[src/rtl/umq_pkg.sv]
// Shared types and constants for the unexpected-message CAM access arbiter.
package umq_pkg;

  typedef enum logic [2:0] {
    StIdle,
    StIns,
    StFindIssue,
    StFindWait,
    StResp
  } arb_state_t;

  localparam int unsigned UMQ_ADDR_WIDTH = 16;
  localparam int unsigned UMQ_CAPACITY   = (1 << UMQ_ADDR_WIDTH) - 1;
  localparam int unsigned REQ_ADDR_LSB   = 0;
  localparam int unsigned REQ_ADDR_MSB   = 15;

  typedef struct packed {
    logic        found;
    logic        timeout;
    logic [31:0] data;
  } umq_rsp_t;

  // The all-ones address is reserved, so an N-bit CAM holds 2**N-1 entries.
  function automatic int unsigned umq_capacity(input int unsigned addr_width);
    return (1 << addr_width) - 1;
  endfunction

endpackage

[src/rtl/umq_access_arbiter_if.sv]
// Insert, find, response and CAM-side signals of the UMQ access arbiter.
interface umq_access_arbiter_if #(
  parameter int unsigned PACKETIZER_WIDTH = 128
);

  logic                        ins_valid;
  logic                        ins_ready;
  logic [PACKETIZER_WIDTH-1:0] ins_message;
  logic                        find_valid;
  logic                        find_ready;
  logic [31:0]                 find_request;
  logic                        rsp_valid;
  logic                        rsp_ready;
  logic                        rsp_found;
  logic                        rsp_timeout;
  logic [31:0]                 rsp_data;
  logic                        cam_insert;
  logic [PACKETIZER_WIDTH-1:0] cam_message;
  logic                        cam_find;
  logic [31:0]                 cam_request;
  logic                        cam_found;
  logic                        cam_not_found;
  logic [31:0]                 cam_data;

  // Arbiter view.
  modport slave (
    input  ins_valid, ins_message, find_valid, find_request, rsp_ready,
           cam_found, cam_not_found, cam_data,
    output ins_ready, find_ready, rsp_valid, rsp_found, rsp_timeout, rsp_data,
           cam_insert, cam_message, cam_find, cam_request
  );

  // Requesters, response consumer and CAM view.
  modport master (
    output ins_valid, ins_message, find_valid, find_request, rsp_ready,
           cam_found, cam_not_found, cam_data,
    input  ins_ready, find_ready, rsp_valid, rsp_found, rsp_timeout, rsp_data,
           cam_insert, cam_message, cam_find, cam_request
  );

endinterface

[src/rtl/umq_occupancy_ctr.sv]
// Saturating up/down count of CAM entries; increment blocked when full.
module umq_occupancy_ctr
  import umq_pkg::*;
#(
  parameter int unsigned ADDR_WIDTH = 16
) (
  input  logic                  clk,
  input  logic                  rst,
  input  logic                  inc,
  input  logic                  dec,
  output logic [ADDR_WIDTH-1:0] occupancy,
  output logic                  full
);

  localparam logic [ADDR_WIDTH-1:0] Cap    = ADDR_WIDTH'(umq_capacity(ADDR_WIDTH));
  localparam logic [ADDR_WIDTH-1:0] OccOne = ADDR_WIDTH'(1);

  logic [ADDR_WIDTH-1:0] occ_q, occ_d;
  logic                  do_inc, do_dec;

  assign full   = (occ_q == Cap);
  assign do_inc = inc & ~full;
  assign do_dec = dec & (occ_q != '0);

  always_comb begin
    occ_d = occ_q;
    if (do_inc && !do_dec) begin
      occ_d = occ_q + OccOne;
    end else if (do_dec && !do_inc) begin
      occ_d = occ_q - OccOne;
    end
  end

  always_ff @(posedge clk or negedge rst) begin
    if (!rst) begin
      occ_q <= '0;
    end else begin
      occ_q <= occ_d;
    end
  end

  assign occupancy = occ_q;

endmodule

[src/rtl/umq_access_arbiter.sv]
// Serialises inserts and finds onto the shared UMQ CAM port, one operation at a time.
// Optional event counters are enabled with the UMQ_ARB_STATS_EN macro.
module umq_access_arbiter
  import umq_pkg::*;
#(
  parameter int unsigned PACKETIZER_WIDTH = 128,
  parameter int unsigned ADDR_WIDTH       = 16,
  parameter int unsigned MAX_INS_BURST    = 4,
  parameter int unsigned FIND_TIMEOUT     = 15
) (
  input  logic                  clk,
  input  logic                  rst,
  umq_access_arbiter_if.slave   bus,
  output logic [ADDR_WIDTH-1:0] occupancy,
  output logic                  full
`ifdef UMQ_ARB_STATS_EN
  , output logic [31:0]         stat_inserts
  , output logic [31:0]         stat_hits
  , output logic [31:0]         stat_misses
  , output logic [31:0]         stat_timeouts
`endif
);

  localparam int unsigned BurstW = $clog2(MAX_INS_BURST + 1);
  localparam int unsigned TmoW   = $clog2(FIND_TIMEOUT + 1);
  localparam logic [BurstW-1:0] BurstMax = BurstW'(MAX_INS_BURST);
  localparam logic [BurstW-1:0] BurstOne = BurstW'(1);
  localparam logic [TmoW-1:0]   TmoLast  = TmoW'(FIND_TIMEOUT - 1);
  localparam logic [TmoW-1:0]   TmoOne   = TmoW'(1);

  arb_state_t                  state_q;
  logic [BurstW-1:0]           burst_q;
  logic [TmoW-1:0]             tmo_q;
  umq_rsp_t                    rsp_q;
  logic                        rsp_valid_q;
  logic                        cam_insert_q;
  logic                        cam_find_q;
  logic [PACKETIZER_WIDTH-1:0] cam_message_q;
  logic [31:0]                 cam_request_q;

  logic is_idle, in_wait, grant_ins, grant_find;
  logic wait_hit, wait_miss, wait_tmo;

  assign is_idle = (state_q == StIdle);
  assign in_wait = (state_q == StFindWait);

  // Readies are gated by reset so every output reads 0 while rst is low.
  assign bus.ins_ready  = rst & is_idle & ~full;
  assign bus.find_ready = rst & is_idle;

  assign grant_find = bus.find_valid & bus.find_ready &
                      (~(bus.ins_valid & bus.ins_ready) | (burst_q == BurstMax));
  assign grant_ins  = bus.ins_valid & bus.ins_ready & ~grant_find;

  // A simultaneous hit and miss counts as a hit.
  assign wait_hit  = in_wait & bus.cam_found;
  assign wait_miss = in_wait & ~bus.cam_found & bus.cam_not_found;
  assign wait_tmo  = in_wait & ~bus.cam_found & ~bus.cam_not_found & (tmo_q == TmoLast);

  umq_occupancy_ctr #(
    .ADDR_WIDTH(ADDR_WIDTH)
  ) u_occupancy_ctr (
    .clk      (clk),
    .rst      (rst),
    .inc      (grant_ins),
    .dec      (wait_hit),
    .occupancy(occupancy),
    .full     (full)
  );

  always_ff @(posedge clk or negedge rst) begin
    if (!rst) begin
      state_q       <= StIdle;
      burst_q       <= '0;
      tmo_q         <= '0;
      rsp_q         <= '0;
      rsp_valid_q   <= 1'b0;
      cam_insert_q  <= 1'b0;
      cam_find_q    <= 1'b0;
      cam_message_q <= '0;
      cam_request_q <= '0;
    end else begin
      cam_insert_q <= 1'b0;
      cam_find_q   <= 1'b0;
      unique case (state_q)
        StIdle: begin
          if (grant_find || !bus.find_valid) begin
            burst_q <= '0;
          end else if (grant_ins) begin
            burst_q <= burst_q + BurstOne;
          end
          if (grant_ins) begin
            state_q       <= StIns;
            cam_insert_q  <= 1'b1;
            cam_message_q <= bus.ins_message;
          end else if (grant_find) begin
            state_q       <= StFindIssue;
            cam_find_q    <= 1'b1;
            cam_request_q <= bus.find_request;
          end
        end
        StIns: begin
          state_q <= StIdle;
        end
        StFindIssue: begin
          state_q <= StFindWait;
          tmo_q   <= '0;
        end
        StFindWait: begin
          if (wait_hit) begin
            rsp_q       <= '{found: 1'b1, timeout: 1'b0, data: bus.cam_data};
            rsp_valid_q <= 1'b1;
            state_q     <= StResp;
          end else if (wait_miss) begin
            rsp_q       <= '0;
            rsp_valid_q <= 1'b1;
            state_q     <= StResp;
          end else if (wait_tmo) begin
            rsp_q       <= '{found: 1'b0, timeout: 1'b1, data: 32'd0};
            rsp_valid_q <= 1'b1;
            state_q     <= StResp;
          end else begin
            tmo_q <= tmo_q + TmoOne;
          end
        end
        StResp: begin
          if (bus.rsp_ready) begin
            rsp_q       <= '0;
            rsp_valid_q <= 1'b0;
            state_q     <= StIdle;
          end
        end
        default: begin
          state_q <= StIdle;
        end
      endcase
    end
  end

  assign bus.rsp_valid   = rsp_valid_q;
  assign bus.rsp_found   = rsp_q.found;
  assign bus.rsp_timeout = rsp_q.timeout;
  assign bus.rsp_data    = rsp_q.data;
  assign bus.cam_insert  = cam_insert_q;
  assign bus.cam_find    = cam_find_q;
  assign bus.cam_message = cam_message_q;
  assign bus.cam_request = cam_request_q;

`ifdef UMQ_ARB_STATS_EN
  always_ff @(posedge clk or negedge rst) begin
    if (!rst) begin
      stat_inserts  <= '0;
      stat_hits     <= '0;
      stat_misses   <= '0;
      stat_timeouts <= '0;
    end else begin
      if (grant_ins) stat_inserts  <= stat_inserts + 32'd1;
      if (wait_hit)  stat_hits     <= stat_hits + 32'd1;
      if (wait_miss) stat_misses   <= stat_misses + 32'd1;
      if (wait_tmo)  stat_timeouts <= stat_timeouts + 32'd1;
    end
  end
`endif

endmodule
[src/flat_wrapper.sv]
// flat-port wrapper written by rule: the top's interface ports become plain ports
module umq_access_arbiter_flat import umq_pkg::*;
#(
  parameter int unsigned PACKETIZER_WIDTH = 128,
  parameter int unsigned ADDR_WIDTH       = 16,
  parameter int unsigned MAX_INS_BURST    = 4,
  parameter int unsigned FIND_TIMEOUT     = 15
)
  (clk, rst, occupancy, full, bus_ins_valid, bus_ins_message, bus_find_valid, bus_find_request, bus_rsp_ready, bus_cam_found, bus_cam_not_found, bus_cam_data, bus_ins_ready, bus_find_ready, bus_rsp_valid, bus_rsp_found, bus_rsp_timeout, bus_rsp_data, bus_cam_insert, bus_cam_message, bus_cam_find, bus_cam_request);
  umq_access_arbiter_if #(.PACKETIZER_WIDTH(PACKETIZER_WIDTH)) bus_i ();
  input  logic clk;
  input  logic rst;
  output logic [ADDR_WIDTH-1:0] occupancy;
  output logic full;
  input wire logic [$bits(bus_i.ins_valid)-1:0] bus_ins_valid;
  input wire logic [$bits(bus_i.ins_message)-1:0] bus_ins_message;
  input wire logic [$bits(bus_i.find_valid)-1:0] bus_find_valid;
  input wire logic [$bits(bus_i.find_request)-1:0] bus_find_request;
  input wire logic [$bits(bus_i.rsp_ready)-1:0] bus_rsp_ready;
  input wire logic [$bits(bus_i.cam_found)-1:0] bus_cam_found;
  input wire logic [$bits(bus_i.cam_not_found)-1:0] bus_cam_not_found;
  input wire logic [$bits(bus_i.cam_data)-1:0] bus_cam_data;
  output wire logic [$bits(bus_i.ins_ready)-1:0] bus_ins_ready;
  output wire logic [$bits(bus_i.find_ready)-1:0] bus_find_ready;
  output wire logic [$bits(bus_i.rsp_valid)-1:0] bus_rsp_valid;
  output wire logic [$bits(bus_i.rsp_found)-1:0] bus_rsp_found;
  output wire logic [$bits(bus_i.rsp_timeout)-1:0] bus_rsp_timeout;
  output wire logic [$bits(bus_i.rsp_data)-1:0] bus_rsp_data;
  output wire logic [$bits(bus_i.cam_insert)-1:0] bus_cam_insert;
  output wire logic [$bits(bus_i.cam_message)-1:0] bus_cam_message;
  output wire logic [$bits(bus_i.cam_find)-1:0] bus_cam_find;
  output wire logic [$bits(bus_i.cam_request)-1:0] bus_cam_request;
  assign bus_i.ins_valid = bus_ins_valid;
  assign bus_i.ins_message = bus_ins_message;
  assign bus_i.find_valid = bus_find_valid;
  assign bus_i.find_request = bus_find_request;
  assign bus_i.rsp_ready = bus_rsp_ready;
  assign bus_i.cam_found = bus_cam_found;
  assign bus_i.cam_not_found = bus_cam_not_found;
  assign bus_i.cam_data = bus_cam_data;
  assign bus_ins_ready = bus_i.ins_ready;
  assign bus_find_ready = bus_i.find_ready;
  assign bus_rsp_valid = bus_i.rsp_valid;
  assign bus_rsp_found = bus_i.rsp_found;
  assign bus_rsp_timeout = bus_i.rsp_timeout;
  assign bus_rsp_data = bus_i.rsp_data;
  assign bus_cam_insert = bus_i.cam_insert;
  assign bus_cam_message = bus_i.cam_message;
  assign bus_cam_find = bus_i.cam_find;
  assign bus_cam_request = bus_i.cam_request;
  umq_access_arbiter #(.PACKETIZER_WIDTH(PACKETIZER_WIDTH), .ADDR_WIDTH(ADDR_WIDTH), .MAX_INS_BURST(MAX_INS_BURST), .FIND_TIMEOUT(FIND_TIMEOUT)) u_core (.clk(clk), .rst(rst), .bus(bus_i), .occupancy(occupancy), .full(full));
endmodule
[config.mk]
export PLATFORM = sky130hd
export DESIGN_NAME = umq_access_arbiter_flat
export DESIGN_NICKNAME = d
export VERILOG_FILES = /design/src/rtl/umq_pkg.sv /design/src/rtl/umq_access_arbiter_if.sv /design/src/rtl/umq_occupancy_ctr.sv /design/src/rtl/umq_access_arbiter.sv /design/src/flat_wrapper.sv
export SDC_FILE = /design/constraint.sdc
export NUM_CORES = 1
export LEC_CHECK = 0
export ABC_AREA = 0
export CORE_AREA = 4 4 160 162
export CTS_CLUSTER_SIZE = 8
export DETAILED_ROUTE_END_ITERATION = 12
export DIE_AREA = 0 0 164 166
export PLACE_DENSITY = 0.76
export SLEW_MARGIN = 15
export SYNTH_ARGS = -nofsm -noshare
export SYNTH_HDL_FRONTEND = slang
export SYNTH_SLANG_ARGS = --single-unit
[constraint.sdc]
create_clock -name clk -period 4.5 [get_ports clk]
set_clock_uncertainty 0.05 [all_clocks]
set_input_delay 0.9 -clock clk [delete_from_list [all_inputs] [get_ports clk]]
set_output_delay 0.9 -clock clk [all_outputs]
set_load 0.02 [all_outputs]
Word-level counts from Yosys, hierarchy flattened
Cells that the tools add are included.

Register bits after elaboration: 223. Word-level logic and storage cells: 96. Output and inout port bits: 216. Input port bits: 199.

Add/subtract/negate cells: 4. Bitwise gates (word level): 20. Multiplexer cells: 30. Equal/unequal tests: 12. Reduce and logical (&&, ||, !) cells: 18.

Operator list (count): 34-bit 2-to-1 mux (4); 34-bit case mux with 2 select lines (1); 16-bit 2-to-1 mux (2); 3-bit 2-to-1 mux (8); 16-bit by 1-bit adder with 16-bit output (second input constant) (1); 16-bit equality test (second input constant) (1); 16-bit nonzero test (1); 16-bit by 1-bit subtractor with 16-bit output (second input constant) (1); 1-bit AND (13); 4-bit 2-to-1 mux (3); 3-bit case mux with 4 select lines (1); 1-bit 2-to-1 mux (9); 3-bit AND reduction (3); 2-bit != test (second input constant) (4); 4-bit case mux with 2 select lines (1); 2-bit nonzero test (4); 3-bit by 2-bit equality test with 1-bit output (second input constant) (2); 3-bit equality test (second input constant) (2); 1-bit NOT (6); 4-bit by 1-bit adder with 4-bit output (second input constant) (1); 4-bit equality test (second input constant) (1); 4-bit != test (second input constant) (1); 2-bit AND reduction (2); 4-bit AND reduction (1); other kinds (8) (11).

Depth between registers and ports, before layout
Gate-level depths: netlist (run 1).

Word-level depth: 14. Mapped depth: 17. Gate-level depth less buffers: 14.

Cells and area by module
Synthesis (run 1) repeated with hierarchy kept, for this count alone.

Cells, all modules: 661. Area, all modules: 9615.5 µm².

By module, submodules not included: umq_access_arbiter (area each 8202.9 µm², sequential area each 5180.0 µm², cells an instance 494, instances 1); umq_occupancy_ctr (area each 1412.6 µm², sequential area each 400.4 µm², cells an instance 167, instances 1).

Least setup slack after synthesis (run 1)
No wires, ideal clock.

Path kind: reg2reg. Start point: register u_core.u_occupancy_ctr.occ_q[13], in the netlist u_core.u_occupancy_ctr.occupancy[13]. End point: register u_core.u_occupancy_ctr.occ_q[15], in the netlist u_core.u_occupancy_ctr.occupancy[15]. Setup slack: 437 ps. Buffers on the path: 1. Arrival time: 3933 ps. Stages on the path, launching flop included: 16. Setup time: 80 ps. Clock period less this slack: 4063 ps. Path through: dfrtp_1 nand4_1 nor4_4 nor2_2 o211a_2 buf_2 ha_1 inv_1 ha_1 a211oi_2 o211ai_2 a41oi_2 a2111oi_2 or3_1 a21oi_1 xor2_1.

Word-level cells in the longest chain between the ends: 13. Elaborated cells between the ends (all ways): 21.

Ends and longest elaborated chain: from (decl) (RTL line umq_occupancy_ctr.sv:18) `logic [ADDR_WIDTH-1:0] occ_q, occ_d;`; from (signal assigned) (RTL line umq_occupancy_ctr.sv:36) `occ_q <= '0;`; from (signal assigned) (RTL line umq_occupancy_ctr.sv:38) `occ_q <= occ_d;`; 16-bit equality test * (RTL line umq_occupancy_ctr.sv:21) `assign full = (occ_q == Cap);`; named net full (RTL line flat_wrapper.sv:14) `output logic full;`; 1-bit NOT * (RTL line umq_access_arbiter.sv:48) `assign bus.ins_ready = rst & is_idle & ~full;`; 1-bit AND * (RTL line umq_access_arbiter.sv:48); named net bus_ins_ready (RTL line flat_wrapper.sv:23) `output wire logic [$bits(bus_i.ins_ready)-1:0] bus_ins_ready;`; 1-bit AND * (RTL line umq_access_arbiter.sv:52, umq_access_arbiter.sv:53); 1-bit NOT (RTL line umq_access_arbiter.sv:52) `(~(bus.ins_valid & bus.ins_ready) | (burst_q == BurstMax));`; 1-bit bitwise OR (RTL line umq_access_arbiter.sv:52); 1-bit AND (RTL line umq_access_arbiter.sv:51) `assign grant_find = bus.find_valid & bus.find_ready &`; 1-bit NOT (RTL line umq_access_arbiter.sv:53) `assign grant_ins = bus.ins_valid & bus.ins_ready & ~grant_find;`; 1-bit AND * (RTL line umq_access_arbiter.sv:53); 1-bit AND * (RTL line umq_occupancy_ctr.sv:22) `assign do_inc = inc & ~full;`; 1-bit zero test (RTL line umq_occupancy_ctr.sv:29) `end else if (do_dec && !do_inc) begin`; 1-bit logical AND (RTL line umq_occupancy_ctr.sv:29); 2-bit nonzero test (no source line).

Mark *: on every way through the listed nets, which the timed path passes. The rest lies on a longest branch. The select of a mux whose other input is x is not followed. A chain may end at the register's enable or synchronous reset.

Worst setup path after layout (run 1)
Start point: register u_core.u_occupancy_ctr.occ_q[4], in the netlist u_core.u_occupancy_ctr.occupancy[4]. End point: register u_core.u_occupancy_ctr.occ_q[14], in the netlist u_core.u_occupancy_ctr.occupancy[14].

Word-level cells in the longest chain between the ends: 13. Elaborated cells between the ends (all ways): 21.

Ends and longest elaborated chain (RTL line): 16-bit equality test (umq_occupancy_ctr.sv:21); 1-bit NOT (umq_occupancy_ctr.sv:22, umq_access_arbiter.sv:48); 1-bit AND (umq_access_arbiter.sv:48); 1-bit AND (umq_access_arbiter.sv:52, umq_access_arbiter.sv:53); 1-bit NOT (umq_access_arbiter.sv:52); 1-bit bitwise OR (umq_access_arbiter.sv:52); 1-bit AND (umq_access_arbiter.sv:51); 1-bit NOT (umq_access_arbiter.sv:53); 1-bit AND (umq_access_arbiter.sv:53); 1-bit AND (umq_occupancy_ctr.sv:22); 1-bit zero test (umq_occupancy_ctr.sv:29); 1-bit logical AND (umq_occupancy_ctr.sv:29); 2-bit nonzero test (no source line).

Parallel ways exist; a longest one is shown, timed or not. The select of a mux whose other input is x is not followed.

==> summary.txt, run 1 <==
Clock network
  • CTS max path bufs: 3
  • CTS H-tree depth: 1
  • CTS tree: done
  • Worst skew pair latency: 0.53 ns
  • Total CTS buffers: 31
  • CTS Hold Bufs: 0
  • CTS resizes: 0
  • Worst-path clk slew: 0.05 ns
  • Clock sinks: 223
  • Clk Tree Root Cell: clkbuf_16
  • Postcts setup bufs: 0

Yosys
  • Mapped Area: 9670 um^2
  • Syn_nets: 866
  • FF+latch count, synth: 223
  • Area leader, netlist: dfrtp_1
  • Yosys warns: 0
  • Sequential share of the synthesized area: 57.7%
  • Count of different cell masters after synthesis: 57
  • Synth Instances: 646
  • Ys flop type: dfrtp_1
  • Syn avg cell area: 15.0 um^2
  • Post-synth ARST share: 100%
  • Post-synth EDFFs: 0
  • Yosys top cell area share: 57.7%
  • Area contributors post-synth: dfrtp_1 (58%), mux2_4 (16%), mux2_2 (7.1%)

Floorplanning
  • Core area: 24100 um^2
  • Io pins: 415
  • Die Y: 166 um
  • Die area: 27200 um^2
  • Row count: 57
  • Die Wd: 164 um
  • Starting density of the core: 40.1%

Timing
  • Sum Neg Setup Slack: 0 ns
  • Actual slew at the worst max-slew pin: 0.966 ns
  • Tmin final: 3.84 ns
  • Max Fclk: 261 MHz
  • Final Slew Violations: 0
  • Rel. slew slack: 35.6%
  • Setup Viol. Count Final: 0
  • Fin. Hold Viols: 0
  • Crit share post-route: 85.3%
  • RSZ-0062 raised after global routing: false

Job
  • Max-cap violations: 0

Placed design
  • GPL Wtd Cong: 0.847
  • IO buf count: 414
  • DP Wirelength: 21200 um

Pwr
  • Power density over the cells: 771 nW/um^2
  • Lkg Pwr: 6.43 nW
  • Total power: 11.4 mW
  • Max VDD drop: 0.000463 V

Global routing
  • Tot GR Track Use: 20.2%
  • First-pass GRT wire length: 43100 um
  • Largest net degree at the start of global routing: 130
  • Initial antenna violation count: 5
  • Vias in the first global route: 7269
  • Grt ovf: 0

Finish
  • Layout cells sized above 1: 20.0%
  • Final #Nets: 1291
  • Highest-count cells in the layout ignoring fill and taps: clkdlybuf4s50_1 (413), dfrtp_1 (223), mux2_4 (100), mux2_2 (61), nand2_1 (34)
  • Commonest non-fill, non-tap cell in the layout: clkdlybuf4s50_1
  • Synthesis-to-layout area growth: 53.5%

Outcome
  • Status: complete, no violations

Route
  • Routed Antenna Nets: 0
  • Initial DRC count: 319
  • DRT Wirelength: 28700 um
  • TritonRoute pass-1 iters: 6
  • Total number of vias: 6931
  • WL per Instance: 20.5 um
  • DRC Markers: 0
  • DR vias/cell: 4.95

Critical path
  • Crit. End Element: flop
  • Req. time, crit path: 4.91 ns
  • Startpoint Class: flop
  • Crit path DAT: 4.25 ns
  • CP Max Fanout: 12
  • Setup CP Type: reg -> reg

Min path
  • Hold Path Class: reg -> reg
## stage by stage
stage / utilization (%) / setup slack (ns) / std cells / hold WS, ns / cell area [um^2]
after floorplan: - / 0.437 / 646 / 0.419 / 9670
after global placement: 58.2 / 0.285 / 1362 / 0.413 / 14000
after detailed placement: 58.2 / 0.199 / 1362 / 0.428 / 14000
after CTS: 61.5 / 0.660 / 1395 / 0.438 / 14800
after global routing: 61.6 / 0.341 / 1399 / 0.458 / 14800
final: 61.6 / 0.661 / 1399 / 0.429 / 14800
## area by class of cell
class,count,area [um^2]
inverter,13,48.8
multi-input combinational,380,3780
clock inverter,1,8.76
antenna,4,10.0
timing repair buffer,422,4230
sequential,223,5580
fill,1884,9270
clock buffer,32,779
tap,324,405
## kinds of logic (layout without fill, tap and decap cells)
kind of cell,after synthesis,after routing,share of synthesized area [%]
flops,223,223,57.7
mux,164,164,22.9
compound gates,101,101,7.62
simple gates,82,82,4.58
buf+inv,43,468,3.24
fa+ha+maj,21,21,2.80
xor+xnor,12,12,1.09
other cells,0,4,0
## critical path, cell delays in order (launching register included)
cell and delay (ns):
dfrtp_1 0.47, nand4_1 0.18, nor4_4 0.41, nor2_2 0.11, o211a_4 0.17, ha_1 0.25
inv_1 0.16, buf_4 0.23, ha_1 0.33, a21o_1 0.22, a21o_1 0.17, a21o_1 0.22
or3b_1 0.39, o221ai_1 0.20, mux2i_1 0.20
## routing by layer
layer / vias to the layer above / GRT usage [%] / share of wire [%]
met5: - / 0 / 0.045
met4: 2 / 5.98 / 2.6
met3: 54 / 6.55 / 9.8
met2: 301 / 35.2 / 51
met1: 3399 / 23.6 / 37
li1: 3175 / - / -
## synth_stat cells (all sizes together) (3+ instances only)
cell and n:
dfrtp 223, mux2 161, nand2 34, a22o 32, o21ai 27, buf 22
ha 20, inv 13, a21oi 12, nor2 11, clkbuf 8, nand4 8
xor2 8, a21o 6, nor3 5, nor4 5, o31ai 5, nand2b 4
nand3 4, xnor2 4, mux2i 3, nand3b 3
## state kept, by name, indices dropped and copies added (netlist names)
signal / cells
u_core.bus.rsp_valid: 1
u_core.bus.cam_request: 32
u_core.state_q: 3
u_core.bus.cam_find: 1
u_core.bus.rsp_timeout: 1
u_core.burst_q: 3
u_core.bus.cam_insert: 1
u_core.bus.rsp_found: 1
u_core.tmo_q: 4
u_core.bus.cam_message: 128
u_core.bus.rsp_data: 32
u_core.u_occupancy_ctr.occupancy: 16
## report_power, final
part           internal [mW]  total [mW]  switching [mW]
Clock                   1.20        1.98           0.782
Combinational           3.14        5.90            2.76
Sequential              2.94        3.56           0.619
## path summary, 6_finish.rpt
| path | startpoint | to | slack, ns | depth (start not counted) |
|---|---|---|---|---|
| setup / recovery | u_core.u_occupancy_ctr.occupancy[4] | u_core.u_occupancy_ctr.occupancy[14] | 0.66 | 14 |
| hold / removal | u_core.bus.rsp_timeout | u_core.bus.rsp_timeout | 0.43 | 2 |
| setup reg to reg | u_core.u_occupancy_ctr.occupancy[4] | u_core.u_occupancy_ctr.occupancy[14] | 0.66 | 14 |
| hold reg to reg | u_core.bus.rsp_timeout | u_core.bus.rsp_timeout | 0.43 | 2 |
| max in group asynchronous | rst | u_core.bus.cam_message[113] | 2.40 | 3 |
| min in group asynchronous | rst | u_core.bus.cam_message[25] | 0.51 | 2 |
Power figures use the tool's default switching activity.
==> run 2: changes to the inputs <==
GPL_ROUTABILITY_DRIVEN = 0   (was unset)
==> results of run 2 <==
No change in the layout: final DEF, timing and power equal those of run 1.
==> patch 1 (config.mk and constraints of run 1) <==
Register the output `bus.rsp_timeout`, without a reset; this adds one clock of latency there.
--- a/src/rtl/umq_access_arbiter.sv
+++ b/src/rtl/umq_access_arbiter.sv
@@ -139,7 +139,9 @@
 
   assign bus.rsp_valid   = rsp_valid_q;
   assign bus.rsp_found   = rsp_q.found;
-  assign bus.rsp_timeout = rsp_q.timeout;
+  always_ff @(posedge clk) begin
+    bus.rsp_timeout <= rsp_q.timeout;
+  end
   assign bus.rsp_data    = rsp_q.data;
   assign bus.cam_insert  = cam_insert_q;
   assign bus.cam_find    = cam_find_q;
Check against the original RTL: no difference found for any inputs over 4 cycles, from zero or initial values and one cycle with rst low; that may be too few to reach the edited logic, so the function may still have changed.
==> patch 1 against run 1 <==
Hold slack worse by 35 ps; sequential share of layout area fell by 0.35 points; routed wire length is 0.84% higher; power up 3.4%; largest cell class unchanged; sequential cell count is 1 higher; final area grew 1.3%; critical endpoint unchanged; area after synthesis rose by 3.6%; worst setup slack got worse by 18 ps.
==> patch 1: results (changes against run 1) <==
Initial DRT Pass Iterations: 5 (was 6)
Top cells by instance count after synthesis: dfrtp_1, mux2_4, mux2_2 (unchanged)
First-pass GRT wire length: 44.06 mm (was 43.06 mm)
Worst hold-check path type: flop to flop (unchanged)
Vias in the first global route: 7665 (was 7269)
GRT Total Usage: 20.52% (was 20.15%)
Netlist cell types: 52 (was 57)
Mapped Nets: 899 (was 866)
Clock root cell: clkbuf_16 (unchanged)
Num CTS Buffers: 34 (was 31)
Max rail drop VDD: 438.1 µV (was 462.7 µV)
Largest net degree at the start of global routing: 159 (was 130)
Fin nets: 1296 (was 1291)
Worst-margin pin slew: 1024 ps (was 966.4 ps)
Largest register FFs: 128 (unchanged)
Layout cells sized above 1: 20.11% (was 19.98%)
Clock Latency Late Sink: 480 ps (was 530 ps)
Iter 0 DRT Violations: 366 (was 319)
Depth of the most critical reg-to-reg path: 14 (unchanged)
Post-cts repair resize count: 0 (unchanged)
Initial antenna violation count: 2 (was 5)
DP Wirelength: 20.74 mm (was 21.21 mm)
Sequential fraction of the synthesis area: 55.94% (was 57.73%)
ANT nets after route: 0 (unchanged)
CP Max Fanout: 13 (was 12)
Setup slack, reg-to-reg: 640 ps (was 660 ps)
Post-DR vias/cell: 5.001 (was 4.954)
H-tree levels: 2 (was 1)
Status: completed (unchanged)
Clock Pin Slew Worst Setup and Hold Paths: 50 ps (about the same)
Hold Path Depth: 0 (was 2)
Ranking of synthesized cells by area: dfrtp_1, mux2_4, mux2_2 (unchanged)
Clock Path Buffers: 3 (unchanged)
Final Wtd Congestion: 0.8439 (was 0.8465)
Leak: 6.523 nW (was 6.432 nW)
Async set or reset register ratio after synthesis: 99.55% (was 100.0%)
CP arrival: 4170 ps (was 4250 ps)
Yosys warns: 0 (unchanged)
Port Buf Inserts: 414 (unchanged)
# Post-CTS Setup Buffers: 0 (unchanged)
WL/cell: 20.53 µm (was 20.52 µm)
-- patch 1: worst max-delay path, cell delays in order (launching register included) --
cell     delay, ps
dfrtp_1        460
nor3_1         420
and2_1         250
nor2b_4        190
o211a_4        190
ha_1           210
inv_1          120
buf_4          210
ha_1           340
a21oi_1        240
o21ai_0        110
a21oi_1        210
a21oi_1        120
or3_1          360
a31o_2         250
-- patch 1: path summary, 6_finish.rpt --
kind / startpoint / to
min reg2reg: u_core.rsp_q[32]$_DFFE_PN0P_ / u_core.bus.rsp_timeout$_DFF_P_
min in group asynchronous: rst / u_core.u_occupancy_ctr.occupancy[7]$_DFFE_PN0P_
max reg2reg: u_core.state_q[0]$_DFFE_PN0P_ / u_core.u_occupancy_ctr.occupancy[14]$_DFFE_PN0P_
max: u_core.state_q[0]$_DFFE_PN0P_ / u_core.u_occupancy_ctr.occupancy[14]$_DFFE_PN0P_
min: u_core.rsp_q[32]$_DFFE_PN0P_ / u_core.bus.rsp_timeout$_DFF_P_
max in group asynchronous: rst / u_core.tmo_q[1]$_DFFE_PN0P_
-- patch 1: metal layers --
metal / GRT usage (%) / wire length (µm) / vias up
li1: - / - / 3210
met2: 34.73 / 13990 / 308
met3: 7.992 / 2983 / 54
met4: 6.966 / 964 / 0
met5: 0 / 0 / -
met1: 23.74 / 11000 / 3479
-- patch 1: cell families (layout without fill, tap and decap cells) --
kind of cell,after synthesis,in the layout,synth area share (%)
other,0,2,0
DFF,224,224,55.94
muxes,165,165,22.27
and+or+nand+nor,77,77,4.012
buffers and inverters,73,479,5.987
AOI/OAI and AO/OA,108,108,8.174
adders and majority gates,22,22,2.825
xor gates and xnor gates,9,9,0.7873
-- patch 1: area by class of cell --
cell class                      instances  area (µm²)
Sequential cell                       224        5600
Fill cell                            1837        9072
Clock buffer                           43       905.9
Tap cell                              324       405.4
Clock inverter                          2       17.52
Inverter                               11       41.29
Multi-Input combinational cell        381        3816
Antenna cell                            2       5.005
Timing Repair Buffer                  423        4242
-- patch 1: per-stage QoR --
stage | instances | worst slack, ps | utilization [%] | hold WS (ps) | area, µm²
global placement | 1363 | 326.8 | 58.51 | 361.4 | 14100
finish | 1410 | 643.6 | 62.36 | 394.6 | 15030
CTS | 1408 | 639.1 | 62.34 | 384.8 | 15030
global route | 1410 | 327.2 | 62.36 | 398.7 | 15030
floorplan | 678 | 386.5 | - | 339.0 | 10010
detailed placement | 1363 | 279.7 | 58.51 | 373.9 | 14100
-- patch 1: report_power, final --
part | internal, mW | switching, mW
logic | 3.18 | 2.78
clock network | 1.39 | 0.842
registers | 2.99 | 0.654
total | 7.56 | 4.27
==> patch 2 (settings of run 1) <==
Made on the original files. `ADDR_WIDTH` is set to 16 in 3 places; all go to 15.
--- a/src/rtl/umq_occupancy_ctr.sv
+++ b/src/rtl/umq_occupancy_ctr.sv
@@ -2,7 +2,7 @@
 module umq_occupancy_ctr
   import umq_pkg::*;
 #(
-  parameter int unsigned ADDR_WIDTH = 16
+  parameter int unsigned ADDR_WIDTH = 15
 ) (
   input  logic                  clk,
   input  logic                  rst,
--- a/src/rtl/umq_access_arbiter.sv
+++ b/src/rtl/umq_access_arbiter.sv
@@ -4,7 +4,7 @@
   import umq_pkg::*;
 #(
   parameter int unsigned PACKETIZER_WIDTH = 128,
-  parameter int unsigned ADDR_WIDTH       = 16,
+  parameter int unsigned ADDR_WIDTH       = 15,
   parameter int unsigned MAX_INS_BURST    = 4,
   parameter int unsigned FIND_TIMEOUT     = 15
 ) (
--- a/src/flat_wrapper.sv
+++ b/src/flat_wrapper.sv
@@ -2,7 +2,7 @@
 module umq_access_arbiter_flat import umq_pkg::*;
 #(
   parameter int unsigned PACKETIZER_WIDTH = 128,
-  parameter int unsigned ADDR_WIDTH       = 16,
+  parameter int unsigned ADDR_WIDTH       = 15,
   parameter int unsigned MAX_INS_BURST    = 4,
   parameter int unsigned FIND_TIMEOUT     = 15
 )
Ports: changed (resized occupancy); port bits go from 415 to 414. The function was not compared with the original's and may differ.
==> patch 2 against run 1 <==
Largest cell class unchanged; count of clock-buffer cells in the layout increased by 1; highest routed layer unchanged; area after synthesis decreased by 0.66%; sequential cell count down 1; routed wire length rose by 0.93%; hold slack lost 300 ps; power grew 1.5%; final area is 0.63% lower; worst setup slack worse by 150 ps; largest power group unchanged; first-iteration DRC count increased by 24%; critical endpoint unchanged; core utilization shrank 0.39 points; global-route usage is 0.34 points higher.
==> patch 2: results (changes against run 1) <==
Clock Path Buffers: 3 (unchanged)
Initial DRT Pass Iterations: 4 (was 6)
CP arrival: 4360 ps (was 4250 ps)
Post-synth top area share: 57.85% (was 57.73%)
Worst hold-check path type: primary input to async pin (was flop to flop)
Leak: 6.422 nW (was 6.432 nW)
WL final: 28.97 mm (was 28.70 mm)
Mapped Nets: 857 (was 866)
Netlist cell types: 47 (was 57)
Port Buf Inserts: 413 (was 414)
First-pass GRT wire length: 43.93 mm (was 43.06 mm)
Fmax: 250.6 MHz (was 260.5 MHz)
H-tree levels: 1 (unchanged)
Syn Inst Count: 638 (was 646)
Most used DFF post-synth: dfrtp_1 (unchanged)
Sequential fraction of the synthesis area: 57.85% (was 57.73%)
WL/cell: 20.80 µm (was 20.52 µm)
Placed Cells: 1353 (was 1362)
Clock Latency Late Sink: 550 ps (was 530 ps)
CP startpoint: u_core.state_q[0]$_DFFE_PN0P_ (was u_core.u_occupancy_ctr.occupancy[4]$_DFFE_PN0P_)
Family with the most delay on the worst path: compound AO/OA/AOI/OAI gates (was simple AND/OR/NAND/NOR gates)
Fin nets: 1281 (was 1291)
# Post-CTS Setup Buffers: 0 (unchanged)
Clock Pin Slew Worst Setup and Hold Paths: 50 ps (about the same)
Max rail drop VDD: 530.3 µV (was 462.7 µV)
Layout cells sized above 1: 19.76% (was 19.98%)
DP Wirelength: 21.44 mm (was 21.21 mm)
Initial antenna violation count: 9 (was 5)
Final-layout fill cell count: 1902 (was 1884)
Worst slack at placement: 202.0 ps (was 199.4 ps)
Post-DR vias/cell: 4.976 (was 4.954)
Iter 0 DRT Violations: 394 (was 319)
Final Wtd Congestion: 0.8930 (was 0.8465)
Ranking of synthesized cells by area: dfrtp_1, mux2_4, mux2_2 (unchanged)
Top cells by instance count after synthesis: dfrtp_1, mux2_4, mux2_2 (unchanged)
Vias in the first global route: 7398 (was 7269)
Placed Area: 0.01393 mm² (was 0.01404 mm²)
GRT Total Usage: 20.49% (was 20.15%)
Largest register FFs: 128 (unchanged)
ANT nets after route: 0 (unchanged)
Depth of the most critical reg-to-reg path: 13 (was 14)
Clock root cell: clkbuf_16 (unchanged)
Relative slew slack: 28.43% (was 35.57%)
Status: completed (unchanged)
Setup slack, reg-to-reg: 510 ps (was 660 ps)
patch 2: cell types whose count changed in the layout (fill, tap and decap cells not counted), moves of 4 or more:
cell / delta
a21o_1: +6
a22o_1: +4
inv_1: -4
nor3_1: +5
o21ai_0: -6
patch 2: final cells by class:
class	instances	area share (%)
antenna	6	0.1018
sequential	222	37.68
timing repair buffer	422	28.61
clock buffer	33	5.312
inverter	9	0.2291
multi-input combinational	376	25.18
tap	324	2.749
clock inverter	1	0.1358
patch 2: cell families (layout without fill, tap and decap cells):
family / after synthesis / after routing / synth area share [%]
other cells: 0 / 6 / 0
flops: 222 / 222 / 57.85
fa+ha+maj: 20 / 20 / 2.684
xor+xnor: 14 / 14 / 1.277
mux: 160 / 160 / 22.67
buf+inv: 40 / 465 / 3.557
compound gates: 102 / 102 / 7.857
simple gates: 80 / 80 / 4.104
patch 2: where the power goes:
part / internal [mW] / leakage, nW / switching [mW] / total [mW]
Combinational: 3.19 / 3.33 / 2.79 / 5.97
Clock: 1.21 / 0.394 / 0.803 / 2.01
Sequential: 2.98 / 2.70 / 0.654 / 3.63
patch 2: per-layer routing:
layer | GRT usage [%] | wire length [µm]
met4 | 7.695 | 1038
met5 | 0 | 41
met1 | 24.20 | 10810
met3 | 6.925 | 2831
met2 | 34.53 | 14250
patch 2: metrics by stage:
stage                     util [%]  power, mW  hold slack (ps)
after global routing         61.17      12.23            119.3
after CTS                    61.11      11.72            112.6
after global placement       57.78      9.481            413.3
final                        61.17      11.61            129.7
after floorplan                  -      6.910            424.7
after detailed placement     57.78      9.617            430.4
